<file path="config.mk">
export PLATFORM = sky130hd
export DESIGN_NAME = counter_modn
export DESIGN_NICKNAME = d
export VERILOG_FILES = /design/src/rtl/counter_modn.sv
export SDC_FILE = /design/constraint.sdc
export NUM_CORES = 1
export LEC_CHECK = 0
export CELL_PAD_IN_SITES_DETAIL_PLACEMENT = 0
export CELL_PAD_IN_SITES_GLOBAL_PLACEMENT = 1
export CORE_MARGIN = 2
export CORE_UTILIZATION = 30
export CTS_CLUSTER_DIAMETER = 150
export DETAILED_ROUTE_END_ITERATION = 12
export GPL_ROUTABILITY_DRIVEN = 0
export PLACE_DENSITY_LB_ADDON = 0.15
export RECOVER_POWER = 100
export SYNTH_ARGS = -nofsm -noshare
export SYNTH_HDL_FRONTEND = slang
export SYNTH_SLANG_ARGS = --single-unit
</file>
<file path="constraint.sdc">
create_clock -name clk -period 1.7 [get_ports clk]
set_clock_uncertainty 0.1 [all_clocks]
set_input_delay 0.255 -clock clk [delete_from_list [all_inputs] [get_ports clk]]
set_output_delay 0.255 -clock clk [all_outputs]
set_load 0.01 [all_outputs]
</file>
<file path="src/rtl/counter_modn.sv">
// -----------------------------------------------------------------------------
// counter_modn
//
// Parametrised modulo-N up/down counter with count enable, synchronous load
// and a combinational terminal-count output for zero-latency cascading
// (seconds -> minutes -> hours time base).
//
// Parameters
//   WIDTH     : width of count / load_val (2**WIDTH >= MODULUS)
//   MODULUS   : count range 0 .. MODULUS-1 (2 .. 2**WIDTH)
//   RESET_VAL : value taken on reset (< MODULUS)
//
// Ports
//   clk       in   system clock, all state changes on the rising edge
//   reset     in   synchronous, active-high reset
//   en        in   count enable, one step per enabled cycle
//   up        in   direction: 1 = increment, 0 = decrement
//   load      in   synchronous load strobe (beats en)
//   load_val  in   value to load, clamped to MODULUS-1 when out of range
//   count     out  current count (registered)
//   tc        out  terminal count, high in the cycle before a wrap edge
//
// Optional feature (macro COUNTER_MODN_BCD_EN)
//   bcd_tens  out  registered tens digit of count
//   bcd_ones  out  registered ones digit of count
//   Requires MODULUS <= 100.
// -----------------------------------------------------------------------------
module counter_modn #(
    parameter int WIDTH     = 6,
    parameter int MODULUS   = 60,
    parameter int RESET_VAL = 0
) (
    input  logic             clk,
    input  logic             reset,
    input  logic             en,
    input  logic             up,
    input  logic             load,
    input  logic [WIDTH-1:0] load_val,
    output logic [WIDTH-1:0] count,
    output logic             tc
`ifdef COUNTER_MODN_BCD_EN
    ,
    output logic [3:0]       bcd_tens,
    output logic [3:0]       bcd_ones
`endif
);

    // Largest legal count. MODULUS-1 always fits in WIDTH bits, even when
    // MODULUS = 2**WIDTH, so every compare below stays in WIDTH bits.
    localparam logic [WIDTH-1:0] MAX_VAL   = WIDTH'(MODULUS - 1);
    localparam logic [WIDTH-1:0] RESET_W   = WIDTH'(RESET_VAL);
    localparam logic [WIDTH-1:0] ZERO_W    = {WIDTH{1'b0}};
    localparam logic [WIDTH-1:0] ONE_W     = {{(WIDTH-1){1'b0}}, 1'b1};

    // -------------------------------------------------------------------------
    // Elaboration-time parameter checks
    // -------------------------------------------------------------------------
    if (WIDTH < 1 || WIDTH > 31) begin : g_bad_width
        $error("counter_modn: WIDTH must be in 1..31");
    end
    if (MODULUS < 2 || MODULUS > (1 << WIDTH)) begin : g_bad_modulus
        $error("counter_modn: MODULUS must be in 2..2**WIDTH");
    end
    if (RESET_VAL < 0 || RESET_VAL >= MODULUS) begin : g_bad_reset_val
        $error("counter_modn: RESET_VAL must be < MODULUS");
    end

    // -------------------------------------------------------------------------
    // State and next-state signals
    // -------------------------------------------------------------------------
    logic [WIDTH-1:0] r_count;
    logic [WIDTH-1:0] w_count_next;
    logic [WIDTH-1:0] w_load_clamped;
    logic             w_at_max;
    logic             w_at_zero;
    logic             w_out_of_range;
    logic             w_tc;

    // Decode the current count. Out-of-range values are only reachable by
    // corruption; they are folded into the wrap paths so one enabled cycle
    // restores a legal value.
    always_comb begin
        w_at_max       = (r_count == MAX_VAL);
        w_at_zero      = (r_count == ZERO_W);
        w_out_of_range = (r_count > MAX_VAL);
    end

    // Clamp the load value to the top of the range.
    always_comb begin
        if (load_val > MAX_VAL) begin
            w_load_clamped = MAX_VAL;
        end else begin
            w_load_clamped = load_val;
        end
    end

    // Next-state selection with priority reset > load > en > hold. The
    // wrap compare happens before the add/subtract, so the arithmetic never
    // has to represent MODULUS itself.
    always_comb begin
        w_count_next = r_count;
        if (reset) begin
            w_count_next = RESET_W;
        end else if (load) begin
            w_count_next = w_load_clamped;
        end else if (en) begin
            if (up) begin
                if (w_at_max || w_out_of_range) begin
                    w_count_next = ZERO_W;
                end else begin
                    w_count_next = r_count + ONE_W;
                end
            end else begin
                if (w_at_zero || w_out_of_range) begin
                    w_count_next = MAX_VAL;
                end else begin
                    w_count_next = r_count - ONE_W;
                end
            end
        end else begin
            w_count_next = r_count;
        end
    end

    // Count register with synchronous reset.
    always_ff @(posedge clk) begin
        if (reset) begin
            r_count <= RESET_W;
        end else begin
            r_count <= w_count_next;
        end
    end

    // Terminal count: high in the cycle before the wrap edge so that a
    // downstream stage with en = tc steps on the very edge this stage wraps.
    // Kept combinational for zero latency through a cascade.
    always_comb begin
        if (reset || load || !en) begin
            w_tc = 1'b0;
        end else if (up) begin
            w_tc = w_at_max;
        end else begin
            w_tc = w_at_zero;
        end
    end

    assign count = r_count;
    assign tc    = w_tc;

`ifdef COUNTER_MODN_BCD_EN
    // -------------------------------------------------------------------------
    // Registered BCD digits, derived from the next-state value so they move
    // on the same edge as count.
    // -------------------------------------------------------------------------
    if (MODULUS > 100) begin : g_bad_bcd_modulus
        $error("counter_modn: COUNTER_MODN_BCD_EN requires MODULUS <= 100");
    end

    // Shift-add-3 (double dabble) binary to two-digit BCD. Values are < 100,
    // so nothing significant is ever shifted out of the 8-bit accumulator.
    function automatic logic [7:0] bin_to_bcd(input logic [WIDTH-1:0] bin);
        logic [7:0] acc;
        acc = 8'd0;
        for (int i = WIDTH - 1; i >= 0; i--) begin
            if (acc[3:0] >= 4'd5) begin
                acc[3:0] = acc[3:0] + 4'd3;
            end else begin
                acc[3:0] = acc[3:0];
            end
            if (acc[7:4] >= 4'd5) begin
                acc[7:4] = acc[7:4] + 4'd3;
            end else begin
                acc[7:4] = acc[7:4];
            end
            acc = {acc[6:0], bin[i]};
        end
        return acc;
    endfunction

    logic [7:0] w_bcd_next;
    logic [3:0] r_bcd_tens;
    logic [3:0] r_bcd_ones;

    // Convert the value the counter is about to take.
    always_comb begin
        w_bcd_next = bin_to_bcd(w_count_next);
    end

    // Digit registers, reset to the digits of RESET_VAL.
    always_ff @(posedge clk) begin
        if (reset) begin
            r_bcd_tens <= 4'(RESET_VAL / 10);
            r_bcd_ones <= 4'(RESET_VAL % 10);
        end else begin
            r_bcd_tens <= w_bcd_next[7:4];
            r_bcd_ones <= w_bcd_next[3:0];
        end
    end

    assign bcd_tens = r_bcd_tens;
    assign bcd_ones = r_bcd_ones;
`endif

endmodule

</file>
# == Yosys cells after proc, flatten, opt, wreduce, memory -nomap -nowiden ==
# Index checks and enable logic that the tools add are counted.
# op_classes
reduce_logical,7
div,0
multipliers,0
n_bitwise,0
shifts,0
n_mux,8
eq_ne,1
add_sub_neg,2
magnitude_cmp,2
# op_table
op,n
two-way mux 6 bit,6
> comparator 6 bit (second input constant),2
adder 6 x 1 -> 6 bit (second input constant),1
equality test 6 bit (second input constant),1
logical NOT 6 bit,1
subtractor 6 x 1 -> 6 bit (second input constant),1
logical OR 1 bit,4
two-way mux 1 bit,2
nonzero test 2 bit,1
logical NOT 1 bit,1
# word_totals
latchBits,0
reg_bits,6
rom_bits,0
n_memories,0
input_bits,11
elab_cells,21
mem_bits_rw,0

# == Longest topological paths before layout ==
# Gate-level depths: netlist (run 1).
# depth
depth_word,6
depth_mapped,8
mapped_depth_nobuf,7

# == Worst setup path before layout (run 1) ==
# OpenSTA, ideal clock, no wires.
# synth_path
path_kind,register -> output
startpoint,register r_count[0] (netlist: count[0])
endpoint,output tc
stages_incl_launch_ff,7
t_arrival_ns,1.516
n_path_buf,1
t_required_ns,1.345
slack_ns,-0.171
cell_sequence,dfxtp_1 buf_2 inv_1 ha_1 nor3b_1 a22oi_1 nor4_1
# synth_between
elab_chain_len,3
# synth_lines
item,line,rtl
from (decl),71,logic [WIDTH-1:0] r_count;
from (signal assigned),130,r_count <= w_count_next;
equality test 6 bit / logical NOT 6 bit (equally long branches),"83, 84",
two-way mux 1 bit (*),140,end else if (up) begin
two-way mux 1 bit (*),138,if (reset || load || !en) begin
to (decl),40,output logic tc
# Every way passes the cells marked *; elsewhere a longest branch is shown, timed or not.

# == Worst setup path after layout (run 1) ==
# layout_path
startpoint,register r_count[1] (netlist: count[1])
endpoint,register r_count[1] (netlist: count[1])
# layout_between
elab_chain_len,6
# layout_lines
item,line,rtl
"> comparator 6 bit, or another cell as far along",85,w_out_of_range = (r_count > MAX_VAL);
logical OR 1 bit (on tied branches),"114, 108",
two-way mux 6 bit (on tied branches),"114, 108",
two-way mux 6 bit (*),107,if (up) begin
two-way mux 6 bit (*),106,end else if (en) begin
two-way mux 6 bit (*),104,end else if (load) begin
# Every way passes the cells marked *; elsewhere a longest branch is shown, timed or not. The select of a mux whose other input is x is not followed.
# A chain may end at the register's enable or synchronous reset.

==> results of run 1 <==
-- worst min path at each step --
stage                 from  slack (ns)  endpoint  depth (start not counted)
6_report       load_val[0]        0.50  count[0]                          3
3_5_place_dp      count[3]        0.58  count[3]                          3
4_1_cts        load_val[0]        0.49  count[0]                          3
3_3_place_gp      count[3]        0.57  count[3]                          3
5_1_grt        load_val[0]        0.52  count[0]                          3
2_1_floorplan        reset        0.22  count[1]                          1
-- worst max-delay path, delay by kind of cell, from the launching register on --
kind | cells | cell delay (ns)
buf+inv | 3 | 0.42
fa+ha+maj | 1 | 0.16
flops | 1 | 0.32
compound gates | 5 | 0.67
-- cells in the mapped netlist --
master	instances
o22ai_1	1
inv_1	6
nor3b_1	3
a2111oi_1	1
nor2_1	10
a21oi_1	7
nor3_1	2
o31ai_1	3
o21bai_1	1
and2_1	1
a311oi_1	1
buf_4	1
a2bb2oi_2	1
buf_6	3
nor2b_1	1
nand2b_1	2
o21ai_0	6
clkbuf_1	1
ha_1	3
nand3_2	1
o211ai_1	3
nand2_1	8
a22oi_1	2
a211oi_1	1
o221ai_2	1
buf_2	2
a31oi_1	1
xnor2_1	1
nand3_1	4
nand4_1	2
or4_4	1
xor2_1	2
nor3_2	1
dfxtp_1	6
a311o_1	1
nor4_1	1
-- layout by cell type (no fill, tap or decap), types with 4 or more instances in the layout --
cell              n
clkdlybuf4s50_1  11
buf_4            27
buf_6             5
dfxtp_2           5
a21oi_1           6
nor2_1           10
inv_1             4
nand2_1           8
o21ai_0           4
-- cells by family after synthesis --
family / after synthesis
AOI/OAI and AO/OA: 30
xor gates and xnor gates: 3
adders and majority gates: 3
buffers and inverters: 13
DFF: 6
and+or+nand+nor: 37
-- where the power goes --
part	switching, mW	internal [mW]	leakage [nW]
sequential	0.0171	0.156	0.0519
clock	0.0525	0.0800	0.0138
combinational	0.150	0.183	0.418
-- timing repair --
action,in CTS,in global routing
setup endpoints to repair,10,11
setup buffers,7,1
gates resized for setup,28,10
pin swaps,16,4
-- routing by layer --
metal	vias to the layer above	global-route usage	share of wire
met5	-	0	0
met4	0	0.0676	0.015
met3	4	0.0175	0.038
met2	21	0.340	0.51
met1	396	0.230	0.44
li1	431	-	-
-- layout make-up --
cell class | count | share of cell area
tap | 28 | 0.0292
clock buffer | 3 | 0.0188
sequential | 6 | 0.108
inverter | 6 | 0.0188
timing repair buffer | 49 | 0.351
multi-input combinational | 73 | 0.474
-- per-stage QoR --
step | cell area (um2) | utilization
global placement | 1020 | 0.474
finish | 1200 | 0.559
detailed placement | 1020 | 0.474
floorplan | 693 | -
global route | 1200 | 0.559
CTS | 1160 | 0.540
==> results.sh, run 1 <==
export IMPL_leakagePower_nw=0.484
export IMPL_crit_path_start_kind="flop"
export IMPL_tns_ns=-0.135
export IMPL_vias=852
export IMPL_cp_data_arrival_time_ns=1.83
export IMPL_num_antenna_cells=0
export IMPL_postRouteAntennaNets=0
export IMPL_final_fill_count=224
export IMPL_critPathCaptureType="flop"
export IMPL_placed_cells=154
export IMPL_setup_violations_final=4
export IMPL_cp_startpoint="count[1]"
export IMPL_grt_max_degree=12
export IMPL_avgSynthCellArea_um2=7.26
export IMPL_r2r_slack_ns=-0.06
export IMPL_layout_setup_ws_ns=-0.0607
export IMPL_largest_reg_flops=6
export IMPL_endpoint="count[1]"
export IMPL_seq_area_frac_synth=0.180
export IMPL_slew_headroom=0.804
export IMPL_start_util=0.311
export IMPL_cts_path_max_buffers=2
export IMPL_synth_top_area_frac=0.180
export IMPL_num_rows=17
export IMPL_synth_xor_area_frac=0.0393
export IMPL_total_power_mw=0.639
export IMPL_whs_ns=0.501
export IMPL_netlist_area_um2=668
export IMPL_clkLatencyLatePin_ns=0.24
export IMPL_fmax_mhz=568
export IMPL_ys_seq_elements=6
export IMPL_syn_inst=92
export IMPL_finalHoldViolCount=0
export IMPL_io_pins=18
export IMPL_cts_hold_buf=0
export IMPL_cp_max_fo=4
export IMPL_synth_area_leader_cell="dfxtp_1"
export IMPL_die_area_um2=2620
export IMPL_die_w_um=51.2
export IMPL_status="finished, violations left"
export IMPL_cts_tree="built"
export IMPL_cp_slowest_stage_delay_ns=0.32
export IMPL_antenna_found_initial=0
export IMPL_violations="negative setup slack"
export IMPL_synth_fp_nets=106
export IMPL_avgViaCountPerCell=5.16
export IMPL_area_growth_pct=79.8
export IMPL_grt_pass1_vias=832
export IMPL_drv_slew=0
export IMPL_layout_min_cycle_time_ns=1.76
export IMPL_die_h_um=51.2
export IMPL_clk_pin_slew_worst_paths_ns=0.05
export IMPL_synth_top_family_by_area="compound AO/OA/AOI/OAI gates"
export IMPL_worst_pin_slew_ns=0.293
export IMPL_r2r_start="count[1]"
export IMPL_reg2reg_to="count[1]"
export IMPL_port_buffers=17
export IMPL_ys_warn_count=0
export IMPL_min_period_over_period=1.04
export IMPL_fin_nets=153
export IMPL_multi_input_area_um2=569
export IMPL_drc=0
export IMPL_drv_cap=0
export IMPL_synth_top_cells_by_area="dfxtp_1 18%, ha_1 5.6%, nor2_1 5.6%, a21oi_1 5.2%, buf_6 5.1%"
export IMPL_cts_sinks=6
export IMPL_grt_pass1_wl_mm=3.69
export IMPL_cts_root_buf="clkbuf_4"
export IMPL_drt_pass1_iterations=4
export IMPL_rsz0062_at_grt="true"
export IMPL_power_density_nw_per_um2=532
export IMPL_peakVddDrop_uv=439
export IMPL_htreeDepth=1
export IMPL_globalRoute_totalOverflow=0
export IMPL_coreArea_um2=2150
export IMPL_worst_path_max_delay_cell="dfxtp_2"
export IMPL_hold_path_class="primary input to flop"
export IMPL_wl_mm=2.24
export IMPL_hpwl_mm=1.63
export IMPL_wire_per_inst_um=13.6
export IMPL_required_ns=1.77
export IMPL_drive_gt1_frac=0.460
export IMPL_synth_simple_gate_area_frac=0.292
export IMPL_crit_type="flop to flop"
export IMPL_final_cells=165
export IMPL_drtIter0Drc=16
export IMPL_final_seq_area_um2=130
export IMPL_cts_buffers_inserted=3
export IMPL_synth_fa_ha_area_frac=0.0562
export IMPL_worst_r2r_path_depth=9
export IMPL_cp_cell_sequence="buf_6 > ha_4 > buf_6 > o211ai_1 > buf_4 > o211ai_1 > o21ai_1 > o21bai_1 > a21oi_1"
export IMPL_synth_compound_area_frac=0.316
export IMPL_yosysUniqueCellTypes=36
export IMPL_post_place_ws_ns=-0.514
export IMPL_grt_usage=0.189
export IMPL_muxShareOfSynthArea=0
No activity file was read; power rests on OpenSTA's default activity.
==> run 2, diff against run 1 <==
Settings changed: CORE_UTILIZATION 30 to 45, DONT_BUFFER_PORTS set to 1, GPL_TIMING_DRIVEN set to 1.
Clock period 1.7 ns to 2.2 ns, I/O delays scaled along.
==> run 2 against run 1 <==
Compared with the run above: the flow now finishes without violations; sequential power down 20%; setup slack improved by 0.26 ns; combinational power is 66% lower; largest cell class unchanged.
==> results.sh, run 2 (synthesis gave the netlist of run 1 again) <==
export IMPL_fmax_mhz=499
export IMPL_clkLatencyLatePin_ns=0.25
export IMPL_cts_buffers_inserted=3
export IMPL_area_growth_pct=4.68
export IMPL_rsz0062_at_grt="false"
export IMPL_globalRoute_totalOverflow=0
export IMPL_slew_headroom=0.728
export IMPL_grt_pass1_wl_mm=3.02
export IMPL_finalHoldViolCount=0
export IMPL_cp_data_arrival_time_ns=1.57
export IMPL_setup_violations_final=0
export IMPL_postRouteAntennaNets=0
export IMPL_r2r_start="count[1]"
export IMPL_coreArea_um2=1350
export IMPL_critPathBufInv=1
export IMPL_die_h_um=42.5
export IMPL_status="completed"
export IMPL_antenna_found_initial=0
export IMPL_layout_setup_ws_ns=0.197
export IMPL_drt_pass1_iterations=4
export IMPL_final_common_cell="nor2_1"
export IMPL_worst_pin_slew_ns=0.407
export IMPL_avgViaCountPerCell=5.92
export IMPL_clk_pin_slew_worst_paths_ns=0.04
export IMPL_layout_min_cycle_time_ns=2.00
export IMPL_cts_root_buf="clkbuf_4"
export IMPL_final_seq_area_um2=120
export IMPL_wl_mm=1.69
export IMPL_grt_usage=0.220
export IMPL_hpwl_mm=1.32
export IMPL_largest_reg_flops=6
export IMPL_port_buffers=0
export IMPL_cp_cell_sequence="nand2_1 > nor2_1 > a22oi_1 > nor4_1 > buf_4"
export IMPL_crit_type="flop to output pin"
export IMPL_drv_slew=0
export IMPL_hold_path_class="primary input to flop"
export IMPL_num_antenna_cells=0
export IMPL_min_period_over_period=0.910
export IMPL_cp_max_fo=9
export IMPL_cp_startpoint="count[5]"
export IMPL_grt_pass1_vias=621
export IMPL_tns_ns=0
export IMPL_required_ns=1.77
export IMPL_peakVddDrop_uv=234
export IMPL_grt_max_degree=16
export IMPL_vias=651
export IMPL_drv_cap=0
export IMPL_drive_gt1_frac=0.137
export IMPL_worst_path_max_delay_cell="dfxtp_1"
export IMPL_cts_setup_buffers=0
export IMPL_drc=0
export IMPL_critPathCaptureType="output pin"
export IMPL_leakagePower_nw=0.255
export IMPL_io_pins=18
export IMPL_final_fill_count=143
export IMPL_drtIter0Drc=23
export IMPL_fin_nets=111
export IMPL_htreeDepth=1
export IMPL_die_w_um=42.5
export IMPL_final_cell_mix="10 x nor2_1, 8 x nand2_1, 7 x a21oi_1"
export IMPL_num_rows=13
export IMPL_cp_slowest_stage_delay_ns=0.56
export IMPL_cts_tree="built"
export IMPL_multi_input_area_um2=474
export IMPL_post_place_ws_ns=0.344
export IMPL_hold_start="reset"
export IMPL_power_density_nw_per_um2=508
export IMPL_wire_per_inst_um=15.4
export IMPL_die_area_um2=1810
export IMPL_crit_family="flip-flops"
export IMPL_crit_path_start_kind="flop"
export IMPL_cts_path_max_buffers=2
export IMPL_start_util=0.495
export IMPL_cts_sinks=6
-- run 2: cell types whose count changed in the layout (fill, tap and decap cells not counted), sizes merged --
cell | previous run | this run
buf | 33 | 4
clkdlybuf4s25 | 3 | 0
clkbuf | 3 | 6
clkdlybuf4s50 | 11 | 0
dlygate4sd2 | 2 | 0
-- run 2: repair_timing --
action,in CTS,in global routing
hold endpoints to repair,0,0
hold buffers,0,0
gates resized for setup,0,1
endpoints found under the setup margin,0,1
-- run 2: layout make-up --
class / instances / area share
multi-input cells: 73 / 0.678
inverters: 6 / 0.0322
well taps: 15 / 0.0268
clock buffers: 3 / 0.0322
flip-flops and latches: 6 / 0.172
repair buffers: 7 / 0.0590
-- run 2: worst paths after layout --
kind	to	cells after the start	slack (ns)
max	tc	5	0.20
min	count[4]	1	0.05
max reg2reg	count[2]	7	0.33
min reg2reg	count[1]	4	0.64
-- run 2: routing by layer --
metal,part of all wire,track usage
met1,0.46,0.305
met2,0.46,0.314
met3,0.078,0.0862
met4,0.0059,0.0563
met5,0,0
-- run 2: where the power goes --
group / internal, mW / total, mW / switching [mW] / leakage [nW]
clock network: 0.0618 / 0.103 / 0.0410 / 0.0138
logic: 0.0515 / 0.114 / 0.0625 / 0.191
registers: 0.119 / 0.139 / 0.0200 / 0.0500
total: 0.232 / 0.356 / 0.124 / 0.255
-- run 2: through the flow --
stage                      util  hold WS (ns)  power (mW)  cells  cell area [um2]
after floorplan               -         0.299       0.240     92              668
after CTS                 0.524        0.0435       0.362    110              707
after global routing      0.518        0.0308       0.384    110              699
after global placement    0.507         0.301       0.259    107              684
after detailed placement  0.507         0.303       0.258    107              684
final                     0.518        0.0460       0.356    110              699
==> run 3, diff against run 2 <==
Settings changed: SETUP_SLACK_MARGIN set to 0.2.
==> run 3 against run 2 <==
Compared with the run above: total power increased by 4.2%; first-iteration DRC count decreased by 22%; setup slack improved by 0.047 ns; clock power about the same; flip-flop and latch count unchanged; critical path type unchanged; largest power group unchanged; highest routed layer unchanged.
==> results.sh, run 3 (synthesis gave the netlist of run 1 again) <==
export IMPL_status="completed"
export IMPL_largest_reg_flops=6
export IMPL_num_antenna_cells=0
export IMPL_clkLatencyLatePin_ns=0.25
export IMPL_peakVddDrop_uv=244
export IMPL_hpwl_mm=1.32
export IMPL_required_ns=1.77
export IMPL_finalHoldViolCount=0
export IMPL_drt_pass1_iterations=4
export IMPL_die_h_um=42.5
export IMPL_cts_path_max_buffers=2
export IMPL_drv_slew=0
export IMPL_grt_usage=0.220
export IMPL_power_density_nw_per_um2=496
export IMPL_cts_root_buf="clkbuf_4"
export IMPL_leakagePower_nw=0.272
export IMPL_num_rows=13
export IMPL_worst_pin_slew_ns=0.318
export IMPL_drtIter0Drc=18
export IMPL_start_util=0.495
export IMPL_dpl_instance_area_um2=684
export IMPL_post_place_ws_ns=0.344
export IMPL_clk_pin_slew_worst_paths_ns=0.04
export IMPL_fmax_mhz=511
export IMPL_final_area_um2=747
export IMPL_use_met2=0.308
export IMPL_die_area_um2=1810
export IMPL_grtUsageMet1=0.297
export IMPL_layout_min_cycle_time_ns=1.96
export IMPL_cp_data_arrival_time_ns=1.53
export IMPL_drv_cap=0
export IMPL_critPathCaptureType="output pin"
export IMPL_total_power_mw=0.371
export IMPL_fin_nets=113
export IMPL_io_pins=18
export IMPL_wire_per_inst_um=15.8
export IMPL_avgViaCountPerCell=6.02
export IMPL_grt_max_degree=16
export IMPL_hold_path_class="primary input to flop"
export IMPL_area_growth_pct=11.8
export IMPL_htreeDepth=1
export IMPL_grt_pass1_wl_mm=3.02
export IMPL_postRouteAntennaNets=0
export IMPL_grt_pass1_vias=641
export IMPL_globalRoute_totalOverflow=0
export IMPL_min_period_over_period=0.889
export IMPL_port_buffers=0
export IMPL_layout_setup_ws_ns=0.245
export IMPL_crit_path_start_kind="flop"
export IMPL_final_common_cell="nor2_1"
export IMPL_setup_violations_final=0
export IMPL_vias=674
export IMPL_drive_gt1_frac=0.237
export IMPL_final_cells=112
export IMPL_placed_cells=107
export IMPL_crit_type="flop to output pin"
export IMPL_antenna_found_initial=0
export IMPL_cp_cell_sequence="buf_4 > ha_1 > a22oi_1 > nor4_1 > buf_4"
export IMPL_grt_busiest_layer="met2"
export IMPL_slew_headroom=0.782
export IMPL_tns_ns=0
export IMPL_rsz0062_at_grt="true"
export IMPL_worst_path_most_repeated_cell="buf_4"
export IMPL_cts_hold_buf=0
export IMPL_die_w_um=42.5
export IMPL_cp_slowest_stage_delay_ns=0.34
export IMPL_drc=0
export IMPL_cts_buffers_inserted=3
export IMPL_cts_sinks=6
export IMPL_met3_usage=0.0905
export IMPL_wl_mm=1.76
export IMPL_final_cell_mix="10 x nor2_1, 8 x nand2_1, 7 x a21oi_1, 7 x buf_4, 6 x o21ai_0"
export IMPL_cts_tree="built"
export IMPL_worst_path_max_delay_cell="dfxtp_2"
export IMPL_cp_max_fo=7
export IMPL_coreArea_um2=1350
[run 3: cell types whose count changed in the layout (fill, tap and decap cells not counted), moves of 2 or more]
cell / change
inv_1: -2
dfxtp_1: -5
buf_4: +3
dfxtp_2: +3
dfxtp_4: +2
[run 3: stage by stage]
stage               utilization  hold WS [ns]
finish                    0.553        0.0401
global route              0.553        0.0230
CTS                       0.538        0.0361
detailed placement        0.507         0.303
global placement          0.507         0.301
floorplan                     -         0.299
[run 3: path summary, 6_finish.rpt]
check	endpoint	slack, ns	cells after the start	startpoint
worst max register to register	count[5]	0.28	7	count[1]
worst max-delay path	tc	0.24	5	count[0]
worst min-delay path	count[4]	0.04	1	reset
worst min register to register	count[5]	0.55	2	count[5]
[run 3: power by group]
group / total, mW / internal, mW / switching (mW)
registers: 0.141 / 0.120 / 0.0210
logic: 0.128 / 0.0603 / 0.0672
clock network: 0.102 / 0.0617 / 0.0405
[run 3: what timing repair did]
action / 4_1_cts / 5_1_grt
buffers inserted: 0 / 2
gates resized for setup: 8 / 8
endpoints found under the setup margin: 1 / 2
pin swaps: 1 / 2
[run 3: routing by layer]
layer  wire length (um)  up-vias
met1                858      309
li1                   -      346
met3                108        3
met4                  9        0
met5                  0        -
met2                787       16
[run 3: cell type report]
cell class	count	area (um2)
Fill cell	138	603
Multi-Input combinational cell	73	489
Sequential cell	6	131
Timing Repair Buffer	9	60.1
Inverter	6	25.0
Clock buffer	3	22.5
Tap cell	15	18.8
[run 3: critical path, delay by kind of cell (launching register included)]
family | cells | cell delay (ns)
compound gates | 1 | 0.11
fa+ha+maj | 1 | 0.28
buf+inv | 2 | 0.32
flops | 1 | 0.34
simple gates | 1 | 0.24
